$ cat src/rtl/keystroke_encoder.sv
// PS/2 keyboard receiver that reports released letter keys as codes 1..26.
// Latency: kr rises on the cycle after the synchronized stop-bit falling edge.
// No backpressure: kr and frame_err are single-cycle pulses, kstrk holds until the next letter.
module keystroke_encoder #(
  parameter int TIMEOUT_CYC = 100000
) (
  input  logic       clk,
  input  logic       rst,
  input  logic       ps2_clk,
  input  logic       ps2_data,
  output logic [4:0] kstrk,
  output logic       kr,
  output logic       frame_err
);

  localparam int TW = $clog2(TIMEOUT_CYC + 1);

  typedef enum logic [1:0] {IDLE, DATA, PARITY, STOP} state_t;

  state_t        state;
  logic          clk_s1, clk_s2, clk_last;
  logic          dat_s1, dat_s2;
  logic          fall;
  logic [7:0]    shreg;
  logic [2:0]    bit_cnt;
  logic [TW-1:0] tcnt;
  logic          par_bit;
  logic          par_ok;
  logic          break_pend;
  logic          ext_pend;
  logic [4:0]    letter_code;

  // Set-2 scan code to alphabet index; 0 means "not a letter".
  function automatic logic [4:0] letter(input logic [7:0] code);
    case (code)
      8'h1C: letter = 5'd1;   8'h32: letter = 5'd2;   8'h21: letter = 5'd3;
      8'h23: letter = 5'd4;   8'h24: letter = 5'd5;   8'h2B: letter = 5'd6;
      8'h34: letter = 5'd7;   8'h33: letter = 5'd8;   8'h43: letter = 5'd9;
      8'h3B: letter = 5'd10;  8'h42: letter = 5'd11;  8'h4B: letter = 5'd12;
      8'h3A: letter = 5'd13;  8'h31: letter = 5'd14;  8'h44: letter = 5'd15;
      8'h4D: letter = 5'd16;  8'h15: letter = 5'd17;  8'h2D: letter = 5'd18;
      8'h1B: letter = 5'd19;  8'h2C: letter = 5'd20;  8'h3C: letter = 5'd21;
      8'h2A: letter = 5'd22;  8'h1D: letter = 5'd23;  8'h22: letter = 5'd24;
      8'h35: letter = 5'd25;  8'h1A: letter = 5'd26;
      default: letter = 5'd0;
    endcase
  endfunction

  assign fall        = clk_last & ~clk_s2;
  assign par_ok      = ^{shreg, par_bit};
  assign letter_code = letter(shreg);

  // Two-flop synchronizers plus edge-history flop; idle level is 1 so reset release is edge-free.
  always_ff @(posedge clk) begin
    if (rst) begin
      clk_s1   <= 1'b1;
      clk_s2   <= 1'b1;
      clk_last <= 1'b1;
      dat_s1   <= 1'b1;
      dat_s2   <= 1'b1;
    end else begin
      clk_s1   <= ps2_clk;
      clk_s2   <= clk_s1;
      clk_last <= clk_s2;
      dat_s1   <= ps2_data;
      dat_s2   <= dat_s1;
    end
  end

  // Frame receiver, inactivity timeout and break/extended-prefix decoder.
  always_ff @(posedge clk) begin
    if (rst) begin
      state      <= IDLE;
      shreg      <= 8'h00;
      bit_cnt    <= 3'd0;
      tcnt       <= '0;
      par_bit    <= 1'b0;
      break_pend <= 1'b0;
      ext_pend   <= 1'b0;
      kstrk      <= 5'd0;
      kr         <= 1'b0;
      frame_err  <= 1'b0;
    end else begin
      kr        <= 1'b0;
      frame_err <= 1'b0;
      if (state == IDLE) begin
        tcnt <= '0;
        if (fall && !dat_s2) begin
          state   <= DATA;
          bit_cnt <= 3'd0;
        end
      end else if (fall) begin
        tcnt <= '0;
        case (state)
          DATA: begin
            shreg   <= {dat_s2, shreg[7:1]};
            bit_cnt <= bit_cnt + 3'd1;
            if (bit_cnt == 3'd7) state <= PARITY;
          end
          PARITY: begin
            par_bit <= dat_s2;
            state   <= STOP;
          end
          STOP: begin
            state <= IDLE;
            if (dat_s2 && par_ok) begin
              if (shreg == 8'hF0) begin
                break_pend <= 1'b1;
              end else if (shreg == 8'hE0) begin
                ext_pend <= 1'b1;
              end else if (ext_pend) begin
                // Extended keys are never letters: swallow the whole sequence.
                ext_pend   <= 1'b0;
                break_pend <= 1'b0;
              end else if (break_pend) begin
                break_pend <= 1'b0;
                if (letter_code != 5'd0) begin
                  kstrk <= letter_code;
                  kr    <= 1'b1;
                end
              end
            end else begin
              // Bad byte is dropped; pending prefixes survive the error.
              frame_err <= 1'b1;
            end
          end
          default: state <= IDLE;
        endcase
      end else if (tcnt == TW'(TIMEOUT_CYC - 1)) begin
        state     <= IDLE;
        tcnt      <= '0;
        frame_err <= 1'b1;
      end else begin
        tcnt <= tcnt + 1'b1;
      end
    end
  end

endmodule
$ cat config.mk
export PLATFORM = sky130hd
export DESIGN_NAME = keystroke_encoder
export DESIGN_NICKNAME = d
export VERILOG_FILES = /design/src/rtl/keystroke_encoder.sv
export SDC_FILE = /design/constraint.sdc
export NUM_CORES = 1
export LEC_CHECK = 0
export BUFFER_PORTS_ARGS = -buffer_cell sky130_fd_sc_hd__buf_2
export CAP_MARGIN = 15
export CORE_UTILIZATION = 45
export CTS_CLUSTER_SIZE = 8
export DETAILED_ROUTE_END_ITERATION = 10
export SYNTH_ARGS = -nofsm -noshare
export SYNTH_HDL_FRONTEND = slang
export SYNTH_SLANG_ARGS = --single-unit
$ cat constraint.sdc
create_clock -name clk -period 3.5 [get_ports clk]
set_input_delay 0.525 -clock clk [delete_from_list [all_inputs] [get_ports clk]]
set_output_delay 0.525 -clock clk [all_outputs]
set_load 0.1 [all_outputs]
==> results of run 1 <==
[Yosys cell counts (all sizes together), types with 2 or more instances]
| cell | count |
|---|---|
| nor4 | 3 |
| a221o | 2 |
| buf | 9 |
| nor3 | 8 |
| or3 | 5 |
| nor2b | 7 |
| xnor2 | 10 |
| a2111oi | 2 |
| o221ai | 2 |
| a31oi | 3 |
| and3 | 7 |
| o31ai | 3 |
| mux2i | 13 |
| inv | 15 |
| nand4 | 7 |
| o221a | 2 |
| nand3b | 2 |
| o21a | 3 |
| nand3 | 14 |
| o21ai | 10 |
| clkbuf | 15 |
| o22ai | 3 |
| nand2 | 38 |
| or2 | 5 |
| ha | 15 |
| and2 | 3 |
| a21oi | 20 |
| a22oi | 2 |
| nand2b | 3 |
| nor3b | 3 |
| a21o | 5 |
| a31o | 3 |
| and4 | 2 |
| nor2 | 34 |
| mux2 | 2 |
| dfxtp | 50 |
| nor4b | 2 |
| o211ai | 8 |
| xor2 | 9 |
| nor4bb | 3 |
[worst register-to-register path: cells and delay by family, from the launching register on]
kind / cells / cell delay, ns
muxes: 2 / 0.87
buffers and inverters: 2 / 0.25
and+or+nand+nor: 3 / 0.68
AOI/OAI and AO/OA: 2 / 0.24
DFF: 1 / 0.39
adders and majority gates: 2 / 0.59
[kinds of logic (layout without fill, tap and decap cells)]
group / Yosys count / after routing / share of synthesized area (%)
mux: 16 / 16 / 5.88
compound gates: 78 / 78 / 17.5
xor+xnor: 20 / 20 / 6.08
buf+inv: 40 / 42 / 6.40
simple gates: 150 / 150 / 25.9
fa+ha+maj: 15 / 15 / 6.04
flops: 50 / 50 / 32.2
[metrics by stage]
step / setup slack [ns] / hold slack [ns] / area (um2) / power, mW / utilization (%)
after floorplan: 0.319 / 0.389 / 3110 / 0.602 / -
after global placement: 0.550 / 0.394 / 3180 / 0.610 / 48.9
after detailed placement: 0.445 / 0.396 / 3180 / 0.611 / 48.9
after CTS: 0.430 / 0.389 / 3300 / 1.05 / 50.8
after global routing: 0.106 / 0.394 / 3300 / 1.09 / 50.8
final: 0.399 / 0.391 / 3300 / 1.04 / 50.8
[flip-flops by register name, summed over array words and instances, names as in the netlist, named ones only]
register and cells:
state 2, ext_pend 1, clk_s1 1, tcnt 17, frame_err 1, break_pend 1
dat_s2 1, kstrk 5, clk_s2 1, kr 1, dat_s1 1, shreg 8
par_bit 1, bit_cnt 3, clk_last 1
[final cells by class]
type,instances,area share (%)
flip-flops and latches,50,30.3
inverters,16,1.82
clock inverters,2,1.18
clock buffers,6,2.50
repair buffers,18,3.34
multi-input cells,279,57.9
well taps,77,2.92
[where the power goes]
| group | total [mW] | internal, mW | switching, mW |
|---|---|---|---|
| Combinational | 0.0242 | 0.00834 | 0.0158 |
| Clock | 0.447 | 0.236 | 0.211 |
| Sequential | 0.574 | 0.571 | 0.00246 |
[path summary, 6_finish.rpt]
| path | slack, ns | endpoint | depth (start not counted) |
|---|---|---|---|
| hold / removal | 0.39 | clk_s1 | 2 |
| setup reg to reg | 0.40 | register | 11 |
| hold reg to reg | 0.41 | dat_s2 | 1 |
| setup / recovery | 0.40 | register | 11 |
[per-layer routing]
layer / track usage, % / vias to the layer above
met4: 6.93 / 0
met2: 32.0 / 68
met3: 3.21 / 8
met5: 0 / -
met1: 29.6 / 1259
li1: - / 1315
==> impl_metrics.py, run 1 <==
metrics = {
    "floorplan": {
        "start_util_pct": 47.9,
        "dieArea_um2": 7250,
        "dieWidth_um": 85.1,
        "die_h_um": 85.1,
        "core.rowCount": 29,
        "coreArea_um2": 6490,
        "pin_count": 11,
    },
    "synthesis": {
        "ys_ff_latch": 50,
        "synth_area_leader_cell": "dfxtp_1",
        "async_flop_share_pct": 0,
        "syn_nets": 388,
        "synthTopCellsByArea": "dfxtp_1 (32%), ha_1 (6.0%), nand2_1 (4.6%)",
        "synth_edf_count": 0,
        "synth_cells": 369,
        "synth_area_per_cell_um2": 8.43,
        "synth.top_cell.area_share_pct": 32.2,
        "synth_cell_type_count": 67,
        "synth-seq-area-share_pct": 32.2,
        "yosys_warnings": 0,
        "ys.flop_type": "dfxtp_1",
        "synthesis.area_um2": 3110,
    },
    "global_route": {
        "grt_pass1_wl_um": 12100,
        "antenna_found_initial": 0,
        "grt_pass1_vias": 2471,
        "grt_max_degree": 27,
        "grt_overflow_total": 0,
        "grtUsageTotal_pct": 20.8,
    },
    "final_layout": {
        "diodes": 0,
        "layout_common_cells": "dfxtp_1 (50), nand2_1 (38), nor2_1 (34), a21oi_1 (19), ha_1 (15)",
        "fillers": 650,
        "nets": 389,
        "multiInputGateArea_um2": 1910,
        "drive_gt1_share_pct": 11.3,
        "ff_latch_area_um2": 1000,
        "instances_no_fill": 448,
        "area_delta_synth_final_pct": 6.08,
        "final_common_cell": "dfxtp_1",
    },
    "worst_hold_path": {
        "hp-start": "ps2_clk",
        "holdCritPathClass": "input port to register",
    },
    "setup_path": {
        "slowest_delay_ns": 0.46,
        "crit_arrival_ns": 3.33,
        "critical_path_class": "register to register",
        "endpoint_kind": "register",
        "crit_family": "multiplexers",
        "path_buf_inv": 2,
        "critPathMaxFanout": 9,
        "cp_slowest_cell": "mux4_2",
        "reg2reg_from": "state[0]",
        "required_ns": 3.73,
        "path_cells": "inv_1, ha_1, nor4bb_4, mux2i_1, nor2_1, inv_1, ha_1, nand2_1, mux4_2, o32a_1, o31ai_1",
        "startpoint_type": "register",
        "crit_start": "state[0]",
    },
    "status": {
        "outcome": "finished clean",
    },
    "sta": {
        "max_freq_ghz": 0.322,
        "drv_slew": 0,
        "skew_ns": 0.00595,
        "finalSetupViolCount": 0,
        "rsz0062_at_grt": "false",
        "max_slew_margin_pct": 59.5,
        "min_period_ns": 3.10,
        "tns_ns": 0,
        "fin_crit_sh_pct": 88.6,
        "worst_pin_slew_ns": 0.606,
        "hold_viol_final": 0,
    },
    "detailed_routing": {
        "via_per_inst": 5.92,
        "wirelength_um": 7070,
        "first_pass_iters": 5,
        "wl_met3_um": 361,
        "ant_nets": 0,
        "drt-initial-drc-count": 210,
        "remaining_drc_errors": 0,
        "wl_met2_um": 3150,
        "wl_per_cell_um": 15.8,
        "highest_layer": "met4",
        "via_count": 2650,
        "met1Wirelength_um": 3490,
    },
    "clocking": {
        "cts.sinks": 50,
        "htree_levels": 2,
        "cts_root_buffer": "clkbuf_8",
        "clk_pin_slew_worst_paths_ns": 0.10,
        "ctsResizeCount": 0,
        "cts_buffers": 5,
        "clk_path_buf_depth": 2,
        "ctsHoldBuffers": 0,
        "clk_latency_ns": 0.31,
        "post_cts_buffers": 0,
        "cts_tree": "yes",
    },
    "placed_design": {
        "place.detailed.hpwl_um": 5030,
        "dp_cells": 440,
        "place_congestion": 0.923,
        "place.port_buffers": 10,
    },
    "pwr": {
        "powerDensity_nw_per_um2": 317,
        "leakage_nw": 1.25,
        "vdd_drop_max_mv": 0.140,
    },
    "job": {
        "drv_cap": 0,
    },
}
Note: power is estimated with default switching activity, not from simulation.
==> run 2, diff against run 1 <==
--- a/config.mk
+++ b/config.mk
@@ -10,6 +10,8 @@
 export CORE_UTILIZATION = 45
 export CTS_CLUSTER_SIZE = 8
 export DETAILED_ROUTE_END_ITERATION = 10
+export PLACE_DENSITY = 0.64
+export REMOVE_ABC_BUFFERS = 1
 export SYNTH_ARGS = -nofsm -noshare
 export SYNTH_HDL_FRONTEND = slang
 export SYNTH_SLANG_ARGS = --single-unit
==> constraint.sdc (replaced) <==
create_clock -name clk -period 2.71 [get_ports clk]
set_input_delay 0.4065 -clock clk [delete_from_list [all_inputs] [get_ports clk]]
set_output_delay 0.4065 -clock clk [all_outputs]
set_load 0.1 [all_outputs]
==> run 2 against run 1 <==
Register-to-register slack worse by 0.29 ns. Setup slack worse by 0.29 ns. Flip-flop and latch count unchanged. Hold slack lost 0.11 ns. Utilization up 2.6 points. Via count down 0.26%. Clock power rose by 5.4%. Non-clock buffer count grew 14. Combinational power rose by 40%. Sequential share of layout area is 1.4 points lower. Sequential power is 29% higher. Routed wire length grew 4.7%. Largest cell class unchanged. Largest power group unchanged.
==> impl_metrics.py, run 2 (same netlist as run 1, synthesis figures left out) <==
metrics = {
    "detailed_routing": {
        "via_per_inst": 5.72,
        "first_pass_iters": 4,
        "wirelength_um": 7410,
        "via_count": 2643,
        "remaining_drc_errors": 0,
        "drt-initial-drc-count": 155,
        "wl_per_cell_um": 16.0,
        "ant_nets": 0,
    },
    "pwr": {
        "internal-power_mw": 0.942,
        "leakage_nw": 1.31,
        "power_frac_comb_pct": 2.7,
        "p_switching_mw": 0.304,
        "seqPwrFrac_pct": 59.5,
        "vdd_drop_max_mv": 0.152,
        "p_sw_share_pct": 24.4,
        "p_clk_share_pct": 37.8,
        "powerDensity_nw_per_um2": 359,
    },
    "floorplan": {
        "dieWidth_um": 85.1,
        "start_util_pct": 47.9,
        "die_h_um": 85.1,
        "coreArea_um2": 6490,
        "pin_count": 11,
        "dieArea_um2": 7250,
        "core.rowCount": 29,
    },
    "global_route": {
        "grt_overflow_total": 0,
        "grt_pass1_wl_um": 12300,
        "grt_max_degree": 22,
        "antenna_found_initial": 0,
        "grt_pass1_vias": 2418,
        "grtUsageTotal_pct": 21.3,
    },
    "clocking": {
        "htree_levels": 2,
        "cts.sinks": 50,
        "cts_tree": "yes",
        "clk_latency_ns": 0.31,
        "clk_path_buf_depth": 2,
        "cts_buffers": 5,
        "cts_root_buffer": "clkbuf_8",
        "clk_pin_slew_worst_paths_ns": 0.10,
    },
    "job": {
        "drv_cap": 0,
    },
    "setup_path": {
        "reg2reg_setup_slack_ns": 0.11,
        "required_ns": 2.91,
        "crit_arrival_ns": 2.80,
        "endpoint_kind": "register",
        "reg2reg_from": "state[1]",
        "startpoint_type": "register",
        "reg2reg_depth": 11,
        "critical_path_class": "register to register",
        "critPathMaxFanout": 4,
    },
    "placed_design": {
        "place_ws_ns": -0.0733,
        "place.detailed.hpwl_um": 5240,
        "place.port_buffers": 10,
        "dp_cells": 452,
        "place_congestion": 0.916,
    },
    "sta": {
        "finalSetupViolCount": 0,
        "worst_pin_slew_ns": 0.636,
        "skew_ns": 0.0109,
        "min_period_ns": 2.60,
        "hold_viol_final": 0,
        "max_freq_ghz": 0.385,
        "max_slew_margin_pct": 57.5,
        "fin_crit_sh_pct": 95.8,
        "whs_ns": 0.276,
        "setup_ws_ns": 0.113,
        "drv_slew": 0,
    },
    "final_layout": {
        "largest_register_ff_count": 17,
        "drive_gt1_share_pct": 19.5,
        "layout_common_cells": "dfxtp_1 (48), nand2_1 (37), nor2_1 (33), buf_4 (22), a21oi_1 (18)",
        "final_common_cell": "dfxtp_1",
        "area_delta_synth_final_pct": 11.5,
        "instances_no_fill": 462,
        "reg_top3": "tcnt (17), shreg (8), kstrk (5)",
        "diodes": 0,
        "largest_register": "tcnt",
        "nets": 403,
    },
    "worst_hold_path": {
        "hp-start": "ps2_data",
        "holdPathEnd": "dat_s1",
        "holdPathStages": 2,
        "holdCritPathClass": "input port to register",
    },
    "status": {
        "outcome": "finished clean",
    },
}
[run 2: worst max-delay path, cell delays in order (launching register included)]
cell      delay [ns]
dfxtp_2         0.35
inv_2           0.06
ha_4            0.16
nor4bb_4        0.38
mux2i_1         0.17
nor2_2          0.23
inv_2           0.12
ha_2            0.20
a21o_1          0.16
a221oi_2        0.26
o22ai_1         0.11
a221o_1         0.30
[run 2: cell type report]
type                       instances  area, um2
clock inverter                     3       28.8
fill                             602       3030
sequential                        50       1000
timing repair buffer              32        215
inverter                          16       60.1
tap                               77       96.3
multi-input combinational        279       1990
clock buffer                       5       68.8
[run 2: worst max path at each step]
stage	from	end	cells after the start
global placement	state[0]	register	12
floorplan	state[0]	register	12
detailed placement	state[0]	register	10
CTS	state[0]	register	11
finish	state[1]	register	11
global route	state[0]	register	11
[run 2: what timing repair did]
action	4_1_cts	5_1_grt
endpoints found under the setup margin	3	5
hold buffers	0	0
setup buffers	0	2
resized for setup	3	21
pin swaps	0	4
[run 2: power groups by stage]
stage	clock network, mW	registers, mW	logic (mW)
6_report	0.471	0.741	0.0340
3_5_place_dp	0	0.758	0.0330
2_1_floorplan	0	0.757	0.0138
5_1_grt	0.526	0.742	0.0375
4_1_cts	0.486	0.741	0.0332
3_3_place_gp	0	0.758	0.0323
[run 2: layer usage]
metal / vias to the layer above / GRT usage [%] / routed length [um]
li1: 1344 / - / -
met1: 1227 / 31.4 / 3750
met2: 62 / 31.2 / 3130
met3: 10 / 4.28 / 406
met4: 0 / 5.86 / 115
met5: - / 0 / 0
[run 2: through the flow]
step	util, %	power (mW)	instance area [um2]	TNS, ns
floorplan	-	0.771	2970	-3.11
global placement	50.3	0.790	3270	0
detailed placement	50.3	0.791	3270	-0.162
CTS	51.9	1.26	3370	0
global route	53.4	1.31	3470	-0.0268
finish	53.4	1.25	3470	0
